### src/rtl/sobel_edge_core.sv
// Sobel edge magnitude on a streamed 3x3 window, border pixels forced to zero, 3-cycle latency.
// Optional macro SOBEL_BINARY_EN turns the clamped magnitude into a thresholded binary edge map.
module sobel_edge_core #(
  parameter int IMAGE_W = 640,
  parameter int IMAGE_H = 480
) (
  input  logic        InClk,
  input  logic        InRstN,
  input  logic        InFrameStart,
  input  logic        InMatrixDe,
  input  logic [23:0] InMatrixData1,
  input  logic [23:0] InMatrixData2,
  input  logic [23:0] InMatrixData3,
  input  logic [7:0]  InThreshold,
  output logic [7:0]  OutData,
  output logic        OutDe
);

  localparam int CW = (IMAGE_W > 4) ? $clog2(IMAGE_W) : 2;
  localparam int RW = (IMAGE_H > 4) ? $clog2(IMAGE_H) : 2;
  localparam logic [CW-1:0] COL_MAX = CW'(IMAGE_W - 1);
  localparam logic [RW-1:0] ROW_MAX = RW'(IMAGE_H - 1);

  logic [CW-1:0] colCntReg;
  logic [RW-1:0] rowCntReg;
  logic          prevDeReg;

  // pix[R][C]: R=1..3 top..bottom, C=1..3 left..right
  logic [7:0] pix [1:3][1:3];

  generate
    for (genvar gi = 0; gi < 3; gi++) begin : gUnpack
      assign pix[1][gi+1] = InMatrixData1[23-8*gi -: 8];
      assign pix[2][gi+1] = InMatrixData2[23-8*gi -: 8];
      assign pix[3][gi+1] = InMatrixData3[23-8*gi -: 8];
    end
  endgenerate

  function automatic logic [9:0] sum121(input logic [7:0] a, input logic [7:0] b,
                                        input logic [7:0] c);
    return {2'b00, a} + {1'b0, b, 1'b0} + {2'b00, c};
  endfunction

  function automatic logic [9:0] absDiff(input logic [9:0] a, input logic [9:0] b);
    return (a >= b) ? (a - b) : (b - a);
  endfunction

  logic windowValid;
  assign windowValid = InMatrixDe && (colCntReg >= CW'(2)) && (rowCntReg >= RW'(2));

  logic [9:0] sumAReg, sumBReg, sumCReg, sumDReg;
  logic       de1Reg, valid1Reg;
  logic [9:0] absGxReg, absGyReg;
  logic       de2Reg, valid2Reg;

  logic [10:0] magNext;
  logic [7:0]  pixNext;
  assign magNext = {1'b0, absGxReg} + {1'b0, absGyReg};

`ifdef SOBEL_BINARY_EN
  assign pixNext = (magNext >= {3'b000, InThreshold}) ? 8'd255 : 8'd0;
`else
  assign pixNext = (magNext > 11'd255) ? 8'd255 : magNext[7:0];
  logic unusedThreshold;
  assign unusedThreshold = ^InThreshold;
`endif

  always_ff @(posedge InClk) begin
    if (!InRstN) begin
      colCntReg <= '0;
      rowCntReg <= '0;
      prevDeReg <= 1'b0;
      sumAReg   <= '0;
      sumBReg   <= '0;
      sumCReg   <= '0;
      sumDReg   <= '0;
      de1Reg    <= 1'b0;
      valid1Reg <= 1'b0;
      absGxReg  <= '0;
      absGyReg  <= '0;
      de2Reg    <= 1'b0;
      valid2Reg <= 1'b0;
      OutData   <= '0;
      OutDe     <= 1'b0;
    end else begin
      prevDeReg <= InMatrixDe;
      if (!InMatrixDe)
        colCntReg <= '0;
      else if (colCntReg != COL_MAX)
        colCntReg <= colCntReg + 1'b1;

      // Frame start wins over a line ending in the same cycle
      if (InFrameStart)
        rowCntReg <= '0;
      else if (prevDeReg && !InMatrixDe && (rowCntReg != ROW_MAX))
        rowCntReg <= rowCntReg + 1'b1;

      sumAReg   <= sum121(pix[1][3], pix[2][3], pix[3][3]);
      sumBReg   <= sum121(pix[1][1], pix[2][1], pix[3][1]);
      sumCReg   <= sum121(pix[3][1], pix[3][2], pix[3][3]);
      sumDReg   <= sum121(pix[1][1], pix[1][2], pix[1][3]);
      de1Reg    <= InMatrixDe;
      valid1Reg <= windowValid;

      absGxReg  <= absDiff(sumAReg, sumBReg);
      absGyReg  <= absDiff(sumCReg, sumDReg);
      de2Reg    <= de1Reg;
      valid2Reg <= valid1Reg;

      OutDe     <= de2Reg;
      OutData   <= (de2Reg && valid2Reg) ? pixNext : 8'd0;
    end
  end

endmodule

### config.mk
export PLATFORM = sky130hd
export DESIGN_NAME = sobel_edge_core
export DESIGN_NICKNAME = d
export VERILOG_FILES = /design/src/rtl/sobel_edge_core.sv
export SDC_FILE = /design/constraint.sdc
export NUM_CORES = 1
export LEC_CHECK = 0
export BUFFER_PORTS_ARGS = -buffer_cell sky130_fd_sc_hd__clkbuf_2
export CAP_MARGIN = 15
export CORE_MARGIN = 2
export CORE_UTILIZATION = 60
export DETAILED_ROUTE_END_ITERATION = 10
export GPL_TIMING_DRIVEN = 1
export PLACE_DENSITY = 0.83
export SETUP_SLACK_MARGIN = 0.4
export SLEW_MARGIN = 20
export SYNTH_ARGS = -nofsm -noshare
export SYNTH_HDL_FRONTEND = slang
export SYNTH_SLANG_ARGS = --single-unit
### constraint.sdc
create_clock -name InClk -period 6.2 [get_ports InClk]
set_input_delay 0.31 -clock InClk [delete_from_list [all_inputs] [get_ports InClk]]
set_output_delay 0.31 -clock InClk [all_outputs]
set_load 0.02 [all_outputs]
==> flow_summary_export.csv <==
group,metric,value,unit
run_status,status,"completed",
timing,timing.slew.headroom,0.369,
floorplan,io_pins,93,
setup_path,reg2reg_depth,8,
setup_path,cp_max_fo,12,
grt,grt_pass1_wl,25000,um
yosys,synth_seq_cells,92,
setup_path,crit_family,"compound AO/OA/AOI/OAI gates",
yosys,yosys-top-cells-count,"dfxtp_1 (92), ha_1 (88), inv_1 (75)",
grt,antenna_found_initial,0,
yosys,synth_area_leaders,"dfxtp_1 (27%), ha_1 (16%), fa_1 (11%), inv_1 (4.2%), nor2_1 (3.6%)",
grt,grt-ovfl-total,0,
timing,period_share,0.463,
pwr,power.density,351,nW/um^2
clocking,ctsLongestPathBuffers,2,
grt,grt_busiest_layer,"met2",
setup_path,slowest_stage,"o32ai_2",
yosys,yosysSeqAreaShare,0.272,
placed_design,place_congestion,0.905,
hold_path,hold_path_depth,3,
timing,hold_viol,0,
clocking,cts_buffers,9,
yosys,synth_top_area_share,0.272,
yosys,yosysWarnings,0,
grt,grtUsageMet3,0.0523,
grt,grt.met1_usage,0.311,
floorplan,initial_core_util,0.620,
yosys,synthFlopType,"dfxtp_1",
timing,fmax,349,MHz
yosys,synth_edf_count,0,
setup_path,crit_path_end_kind,"register",
timing,setup-tns-final,0,ns
timing,finalCriticalPeriod,2.87,ns
yosys,synthMostInstantiatedCell,"dfxtp_1",
clocking,clkLatencyLatePin,0.35,ns
grt,grt_pass1_vias,5619,
finish,fin_util,0.690,
floorplan,fp.dieH,110,um
floorplan,die_w,110,um
placed_design,port_buffers,76,
yosys,ys_async_sr_fraction,0,
timing,rsz0062_at_grt,"false",
finish,drive_above_1_share,0.125,
drt,drc,0,
drt,drt-pass1-iter-count,6,
grt,grt_max_degree,42,
finish,num_antenna_cells,0,
floorplan,rows,38,
timing,worst_pin_slew,0.946,ns
setup_path,arrival,3.15,ns
timing,drv_slew,0,
drt,ant_nets,0,
setup_path,cp-start-kind,"register",
drt,drt_wl_total,14800,um
setup_path,crit_buf_inv,1,
setup_path,path_cells,"inv_1 > ha_1 > a21oi_2 > o21ai_1 > o32ai_2 > o311ai_1 > o211ai_1 > mux2i_1",
timing,setup_viol,0,
yosys,syn_area_per_cell,9.04,um^2
drt,drt_iter0_drc,307,
clocking,post_cts_buffers,0,
flow_run,maxCapViolations,0,
grt,track_usage,0.264,
grt,use_met2,0.470,
clocking,cts_resized,0,
yosys,syn_inst,750,
clocking,cts_hold_buf,0,
clocking,clkTransAtPathRegs,0.06,ns
setup_path,worst-path-stages,8,
timing,finalClockSkew,0.0103,ns
hold_path,hp-class,"in -> reg",
drt,wl_per_cell,15.4,um
setup_path,required,6.48,ns
yosys,syn_area,6780,um^2
setup_path,worstSetupPathType,"reg -> reg",
yosys,syn_nets,959,
finish,final_nets,1025,
pwr,peakVddDrop,0.168,mV
floorplan,die_area,12200,um^2
clocking,clkSinkCount,92,
drt,viasPerCell,5.75,
floorplan,placeableCoreArea,10900,um^2
placed_design,hpwl,11800,um
clocking,cts_tree,"yes",
setup_path,max_stage_delay,0.84,ns
drt,dr_total_vias,5529,
yosys,yosysTopAreaCell,"dfxtp_1",
clocking,ctsHtreeMaxLevel,3,
pwr,p_leak,3.48,nW
clocking,root_buffer,"clkbuf_16",
finish,area_growth,11.4,%
yosys,ys_types,56,
-- registers in the layout, summed over array words and instances (netlist names) --
| name | flops |
|---|---|
| de2Reg | 1 |
| valid2Reg | 1 |
| sumCReg | 10 |
| sumDReg | 10 |
| colCntReg | 10 |
| OutData | 8 |
| absGyReg | 10 |
| absGxReg | 10 |
| OutDe | 1 |
| sumBReg | 10 |
| sumAReg | 10 |
| de1Reg | 1 |
| rowCntReg | 9 |
| valid1Reg | 1 |
-- path summary, 6_finish.rpt --
kind                       to               from  slack [ns]
setup / recovery  absGxReg[9]         sumAReg[5]        3.33
hold reg to reg     valid2Reg          valid1Reg        0.44
hold / removal     sumDReg[0]  InMatrixData1[16]        0.30
setup reg to reg  absGxReg[9]         sumAReg[5]        3.33
-- kinds of logic after synthesis --
group / synth area share
buffers and inverters: 0.0589
xor gates and xnor gates: 0.0375
muxes: 0.0325
DFF: 0.272
adders and majority gates: 0.272
AOI/OAI and AO/OA: 0.161
and+or+nand+nor: 0.167
-- cells in the final DEF (no fill, tap or decap), drive strengths merged, types with 2 or more instances in the layout --
cell	netlist	final
dfxtp	92	92
ha	88	88
clkbuf	7	85
inv	75	79
nor2	65	65
a21oi	42	42
nand2	40	40
fa	37	37
nor3	28	28
o21ai	26	26
mux2i	22	22
nor2b	20	20
xor2	19	19
nand2b	19	19
o21a	16	16
and2	13	13
a211oi	13	13
a31oi	12	12
nand3	11	11
a21o	10	10
nand4	10	10
xnor2	10	10
or3	7	7
a2111oi	5	5
a21boi	5	5
o211ai	5	5
and3	4	4
o31a	4	4
or2	3	3
nand3b	3	3
o2111ai	3	3
nor4	3	3
o41ai	3	3
o31ai	2	2
bufinv	0	2
-- area by class of cell --
cell class / count / area (um^2)
clock buffers: 9 / 225
well taps: 140 / 175
fillers: 847 / 3390
multi-input cells: 561 / 4540
repair buffers: 77 / 388
flip-flops and latches: 92 / 1840
clock inverters: 7 / 103
inverters: 75 / 282
-- routing by layer --
layer | wire, um | vias up | share of wire
li1 | - | 2719 | -
met1 | 6530 | 2594 | 0.44
met2 | 7180 | 181 | 0.49
met3 | 706 | 35 | 0.048
met4 | 355 | 0 | 0.024
met5 | 0 | - | 0
-- per-stage QoR --
step,setup WS [ns],hold slack (ns),cells,cell area [um^2],power (W)
5_1_grt,3.18,0.313,961,7550,0.00285
2_1_floorplan,3.91,0.412,750,6780,0.00177
3_5_place_dp,3.42,0.419,945,7220,0.00203
3_3_place_gp,3.48,0.419,945,7220,0.00199
6_report,3.33,0.301,961,7550,0.00265
4_1_cts,3.39,0.290,961,7550,0.00264
-- where the power goes --
group,internal (W),switching (W),total [W]
Sequential,0.000695,0.0000510,0.000746
Clock,0.000359,0.000242,0.000602
Combinational,0.000562,0.000739,0.00130
-- worst register-to-register path, cell delays in order, from the launching register on --
cell and delay (ns):
dfxtp_1 0.36, inv_1 0.06, ha_1 0.42, a21oi_2 0.28, o21ai_1 0.15, o32ai_2 0.84, o311ai_1 0.29, o211ai_1 0.21
mux2i_1 0.20
No activity file was read; power rests on OpenSTA's default activity.
